--- src/rtl/MiniLab_defs.sv ---
// Shared MiniLab definitions: data memory geometry and the dmem arbiter state type.
package MiniLab_defs;

    localparam int DMEM_DEPTH = 10;  // data memory address width
    localparam int DATA_W     = 16;
    localparam int CNT_W      = 4;   // wide enough for MAX_WAIT up to 15

    typedef logic [DMEM_DEPTH-1:0] dmem_addr_t;
    typedef logic [DATA_W-1:0]     dmem_data_t;

    typedef enum logic {ARB_CPU, ARB_FORCE} arb_state_t;

    // Saturating increment of the starvation counter.
    function automatic logic [CNT_W-1:0] sat_inc(input logic [CNT_W-1:0] cnt,
                                                 input int unsigned max);
        return (cnt >= CNT_W'(max)) ? cnt : cnt + 1'b1;
    endfunction

endpackage

--- src/rtl/dmem_arbiter.sv ---
// Arbitrates the single-port data memory between the CPU (priority) and an
// external master. After MAX_WAIT consecutive blocked cycles the external
// request is forced through and the CPU is stalled for that one cycle.
module dmem_arbiter
    import MiniLab_defs::*;
#(
    parameter int MAX_WAIT = 4
) (
    input  logic       clk,
    input  logic       rst,
    input  logic       cpu_en_i,
    input  logic       cpu_we_i,
    input  dmem_addr_t cpu_addr_i,
    input  dmem_data_t cpu_wdata_i,
    output dmem_data_t cpu_rdata_o,
    output logic       cpu_stall_o,
    input  logic       ext_req_i,
    input  logic       ext_we_i,
    input  dmem_addr_t ext_addr_i,
    input  dmem_data_t ext_wdata_i,
    output logic       ext_gnt_o,
    output dmem_data_t ext_rdata_o,
    output logic       ext_rvalid_o,
    output logic       mem_we_o,
    output dmem_addr_t mem_addr_o,
    output dmem_data_t mem_wdata_o,
    input  dmem_data_t mem_rdata_i
);

    arb_state_t       state_q, state_d;
    logic [CNT_W-1:0] wait_cnt_q, wait_cnt_d;
    dmem_data_t       ext_rdata_q, ext_rdata_d;
    logic             ext_rvalid_q, ext_rvalid_d;
    logic             ext_gnt, cpu_stall, blocked;

    // State, starvation counter and external read-return registers.
    always_ff @(posedge clk or posedge rst) begin
        if (rst) begin
            state_q      <= ARB_CPU;
            wait_cnt_q   <= '0;
            ext_rdata_q  <= '0;
            ext_rvalid_q <= 1'b0;
        end else begin
            state_q      <= state_d;
            wait_cnt_q   <= wait_cnt_d;
            ext_rdata_q  <= ext_rdata_d;
            ext_rvalid_q <= ext_rvalid_d;
        end
    end

    // Next state: count blocked ext cycles, force a grant on the MAX_WAIT-th one.
    always_comb begin
        blocked      = ext_req_i && !ext_gnt;
        state_d      = ARB_CPU;   // a forced cycle always lasts exactly one cycle
        wait_cnt_d   = '0;        // cleared on grant, on idle ext, and in ARB_FORCE
        if (state_q == ARB_CPU && blocked) begin
            wait_cnt_d = sat_inc(wait_cnt_q, MAX_WAIT);
            if (({1'b0, wait_cnt_q} + 5'd1) == 5'(MAX_WAIT))
                state_d = ARB_FORCE;
        end
        ext_rvalid_d = ext_gnt && !ext_we_i;
        ext_rdata_d  = ext_rvalid_d ? mem_rdata_i : ext_rdata_q;
    end

    // Grant and memory mux; everything is quiet while reset is asserted.
    always_comb begin
        ext_gnt     = 1'b0;
        cpu_stall   = 1'b0;
        mem_we_o    = 1'b0;
        mem_addr_o  = cpu_addr_i;
        mem_wdata_o = cpu_wdata_i;
        if (!rst) begin
            if (state_q == ARB_FORCE) begin
                // With no ext request the forced slot simply falls back to the CPU.
                ext_gnt   = ext_req_i;
                cpu_stall = cpu_en_i && ext_req_i;
            end else begin
                ext_gnt   = ext_req_i && !cpu_en_i;
            end
            if (ext_gnt) begin
                mem_we_o    = ext_we_i;
                mem_addr_o  = ext_addr_i;
                mem_wdata_o = ext_wdata_i;
            end else if (cpu_en_i) begin
                mem_we_o    = cpu_we_i;
            end
        end
    end

    assign ext_gnt_o    = ext_gnt;
    assign cpu_stall_o  = cpu_stall;
    assign cpu_rdata_o  = mem_rdata_i;
    assign ext_rdata_o  = ext_rdata_q;
    assign ext_rvalid_o = ext_rvalid_q;

endmodule

--- config.mk ---
export PLATFORM = sky130hd
export DESIGN_NAME = dmem_arbiter
export DESIGN_NICKNAME = d
export VERILOG_FILES = /design/src/rtl/MiniLab_defs.sv /design/src/rtl/dmem_arbiter.sv
export SDC_FILE = /design/constraint.sdc
export NUM_CORES = 1
export LEC_CHECK = 0
export BUFFER_PORTS_ARGS = -buffer_cell sky130_fd_sc_hd__buf_2
export CAP_MARGIN = 10
export CORE_MARGIN = 4
export CORE_UTILIZATION = 36
export CTS_CLUSTER_SIZE = 25
export DETAILED_ROUTE_END_ITERATION = 8
export PLACE_DENSITY = 0.8
export RECOVER_POWER = 100
export REMOVE_ABC_BUFFERS = 1
export SLEW_MARGIN = 25
export SYNTH_ARGS = -nofsm -noshare
export SYNTH_HDL_FRONTEND = slang
export SYNTH_SLANG_ARGS = --single-unit
--- constraint.sdc ---
create_clock -name clk -period 1.8 [get_ports clk]
set_input_delay 0.09 -clock clk [delete_from_list [all_inputs] [get_ports clk]]
set_output_delay 0.09 -clock clk [all_outputs]
set_load 0.01 [all_outputs]
# After elaboration in Yosys (flattened, before gate mapping)
# Index checks and enable logic that the tools add are counted.
# word_totals
reg_bits	22
latch_bits	0
ram_bits	0
rom_bits	0
output_inout_bits	62
wordCells	34
memories	0
# op_classes
addsub	2
multipliers	0
n_div	0
magnitude_cmp	1
eq_ne	2
n_shift	0
mux	16
n_bitwise	1
n_reduce_logical	8
# ops
op	count
2-to-1 mux 16 bit	2
2-to-1 mux 10 bit	2
2-to-1 mux 1 bit	10
2-to-1 mux 4 bit	2
adder 4 x 1 -> 5 bit (second input constant)	1
== test 5 x 3 -> 1 bit (second input constant)	1
logical AND 1 bit	5
adder 4 x 1 -> 4 bit (second input constant)	1
>= comparator 4 x 3 -> 1 bit (second input constant)	1
logical NOT 1 bit	3
inequality test 2 bit (second input constant)	1
inverter 1 bit	1

# Logic depth before layout (Yosys ltp)
# logic_depth
depth_word	9
mapped_depth	5

# Least setup slack after synthesis
# Ideal clock, no wire load.
# synth_timing
path_type	flip-flop to flip-flop
startpoint	register state_q
endpoint	register ext_rdata_q[0], in the netlist ext_rdata_o[0]
t_arrival_ps	1236
t_required_ps	1675
path_slack_ps	439
path_stages_with_launch	6
cell_sequence	dfrtp_1 -> nand2b_4 -> and3b_1 -> buf_6 -> buf_12 -> mux2_4
# synth_between
elab_chain_len	4
# synth_lines
item	line_no	text
start, declared	dmem_arbiter.sv:30	arb_state_t state_q, state_d;
start signal, assigned	dmem_arbiter.sv:44	state_q <= state_d;
2-to-1 mux 1 bit	dmem_arbiter.sv:73	if (state_q == ARB_FORCE) begin
2-to-1 mux 1 bit (2 in series)	dmem_arbiter.sv:72	if (!rst) begin
logical AND 1 bit	dmem_arbiter.sv:61	ext_rvalid_d = ext_gnt && !ext_we_i;
named net ext_rvalid_d	dmem_arbiter.sv:33	logic ext_rvalid_q, ext_rvalid_d;
end signal, assigned	dmem_arbiter.sv:46	ext_rdata_q <= ext_rdata_d;
end, declared	dmem_arbiter.sv:32	dmem_data_t ext_rdata_q, ext_rdata_d;
# The timed path passes the listed nets, and every way through them passes these cells. The select of a mux whose other input is x is not followed.
# A chain may end at the register's enable or synchronous reset.

# Final worst setup path
# layout_timing
startpoint	register state_q
endpoint	output mem_wdata_o[10]
# layout_between
elab_chain_len	4
# layout_lines
item	line_no	text
2-to-1 mux 1 bit	dmem_arbiter.sv:73	
2-to-1 mux 1 bit	dmem_arbiter.sv:72	
2-to-1 mux 16 bit	dmem_arbiter.sv:80	if (ext_gnt) begin
2-to-1 mux 16 bit	dmem_arbiter.sv:72	
end, declared	dmem_arbiter.sv:26	output dmem_data_t mem_wdata_o,
# Every way passes these cells. The select of a mux whose other input is x is not followed.

==> metrics <==
outcome=finished, final reports clean; initial antenna violation count=0; CTS H-tree depth=1; critical path class=reg -> out; HPWL Detailed=3.510 mm; sequential-to-total area share from yosys stat=between 30% and 40%; Crit. End Element=primary output; GPL Wtd Cong=approximately 0.9; fin crit share=94.51%; Final Hold Viols=0; clock period minus worst slack=1.701 ns; Port-buffer cells=135; All-Layer GR Usage=15.88%; Worst EP arrival=1.61 ns; Finished Core Util=55.15%; Sw Share=29.65%; Synth cell types=23; IO Count=roughly 140; Post-Syn Instances=114; Core Region=~0.0037 mm²; final net count=320; drt total wl=about 4.2 mm; internal power=997.4 µW; Worst VDD drop=0.5082 mV; Yosys warnings=0; CP Launch Type=register; Clock Path Buffers=2; syn avg cell area=12.36 µm²; largest net degree at the start of global routing=23; fraction of layout cells with a size suffix above 1=54.32%; Max-slew headroom=63.61%; FF+latch area=approximately 550 µm²; vias in the first global route=1367; most frequent cells in the layout=81 x buf_2, 53 x clkbuf_1, 33 x mux2_2; clk slew on worst S/H paths=0.08 ns; HP Class=in -> reg; P_sw=between 400 and 500 µW; actual slew at the worst max-slew pin=0.5459 ns; Detailed Route Iter0 Violations=23; max-cap violation count=0; Avg WL per Cell=~14 µm; # rows=22; Die X=70.56 µm; CP required=1.71 ns; pwr/cell area=691.8 mW/mm²; Seq pwr share=43.7%; #FFs+latches synth=22; CTS tree=built; clock buffer count from CTS=3; detailed-route DRC error count=0; footprint of the multi-input gates=653.1 µm²; commonest non-fill, non-tap cell in the layout=buf_2; clock root buffer=clkbuf_8; Fill cells=373; power share of the clock group=around 25%; GRT overflow=0; Peak Freq=0.5878 GHz; DR vias/cell=~4.7; die height=between 70 and 80 µm; setup_tns=0 ns; area grow syn2layout=45.47%; antenna viol nets, final=0; final setup fails=0; worst-path maximum fanout=10; first-pass GRT wire length=6.437 mm; Vias=1356; ant diodes=0; Initial Utilization=between 30% and 40%; clk_lat worst skew=0.26 ns; reg2reg setup slack=0.44 ns; Max Slew Vio Count=0; Layout Skew=0.004296 ns; combinational share of power=a little under a third; RSZ-0062 raised after global routing=false; total die area=about 0.005 mm²; Leak Pwr=1.023 nW; Cell Area, Synth=0.001409 mm²; CTS Sinks=22; DRT Pass-1 Iters=4
[sequential cells by signal, summed over array words and instances, names as in the netlist]
name,flops
ext_rdata_o,16
ext_rvalid_o,1
wait_cnt_q,4
state_q,1
[Yosys cell counts]
cell	count	share of area, %
inv_1	4	1.1
nand3_1	3	1.1
nor3_1	1	0.35
nand2b_4	1	0.98
and3b_1	1	0.62
buf_6	1	0.80
nor2_1	4	1.1
mux2_2	33	26
buf_4	16	8.5
xor2_1	1	0.62
xnor2_1	2	1.2
ha_1	2	1.8
dfrtp_1	22	39
o21ai_0	1	0.35
o211ai_1	1	0.53
buf_2	2	0.71
buf_12	1	1.4
mux2_4	9	9.6
nand2_2	1	0.44
a21oi_1	3	1.1
and3_2	1	0.53
nor2b_4	1	0.98
nand2_1	3	0.80
[what timing repair did]
action / in CTS / in global routing
setup buffers: 0 / 5
gates resized for setup: 1 / 0
setup endpoints to repair: 4 / 2
pin swaps: 0 / 1
hold buffers: 1 / 0
cloned: 0 / 1
hold endpoints to repair: 22 / 0
[stage by stage]
stage / power (mW) / instance area, µm² / instances / worst slack (ns) / hold slack (ns)
2_1_floorplan: 0.8732 / 1247 / 94 / 0.1795 / 0.07923
3_3_place_gp: 1.135 / 2031 / 280 / 0.3074 / 0.1872
3_5_place_dp: 1.145 / 2031 / 280 / 0.2838 / 0.1938
4_1_cts: 1.507 / 2101 / 285 / 0.05313 / 0.06378
5_1_grt: 1.511 / 2049 / 291 / 0.02759 / 0.06441
6_report: 1.418 / 2049 / 291 / 0.09877 / 0.05824
[cells by family after synthesis]
logic type | count (synthesis) | synth area share, %
xor gates and xnor gates | 3 | 1.865
buffers and inverters | 24 | 12.52
AOI/OAI and AO/OA | 5 | 1.953
adders and majority gates | 2 | 1.776
and+or+nand+nor | 16 | 6.837
muxes | 42 | 35.97
DFF | 22 | 39.08
[routing by layer]
metal  GRT usage, %  wire [µm]  share of wire [%]
met5              0          0                  0
met4          3.758         53                1.3
met3          4.261        445                 11
met2          30.56       2260                 54
met1          17.14       1453                 34
[power groups by stage]
| stage | sequential, mW | combinational, mW | clock, mW |
|---|---|---|---|
| finish | 0.619 | 0.450 | 0.349 |
| CTS | 0.621 | 0.522 | 0.364 |
| floorplan | 0.670 | 0.203 | 0 |
| global route | 0.633 | 0.493 | 0.385 |
| detailed placement | 0.628 | 0.517 | 0 |
| global placement | 0.629 | 0.507 | 0 |
[cell type report]
type	instances	share of cell area, %
Tap cell	48	2.930
Clock buffer	4	2.686
Inverter	4	0.7326
Multi-Input combinational cell	68	31.87
Sequential cell	22	26.86
Timing Repair Buffer	145	34.92
[critical path, cell delays in order (launching register included)]
cell and delay, ns:
dfrtp_1 0.41, nand2b_4 0.16, nand2_4 0.12, buf_6 0.17, mux2_2 0.36, buf_2 0.14
[final timing paths]
kind,endpoint,depth (start not counted),from
setup / recovery,mem_wdata_o[10],5,state_q
hold / removal,ext_rdata_o[13],2,mem_rdata_i[13]
setup reg to reg,ext_rdata_o[8],4,state_q
hold reg to reg,ext_rdata_o[15],1,ext_rdata_o[15]
max in group asynchronous,ext_rdata_o[4],4,rst
min in group asynchronous,state_q,4,rst
No activity file was read; power rests on OpenSTA's default activity.
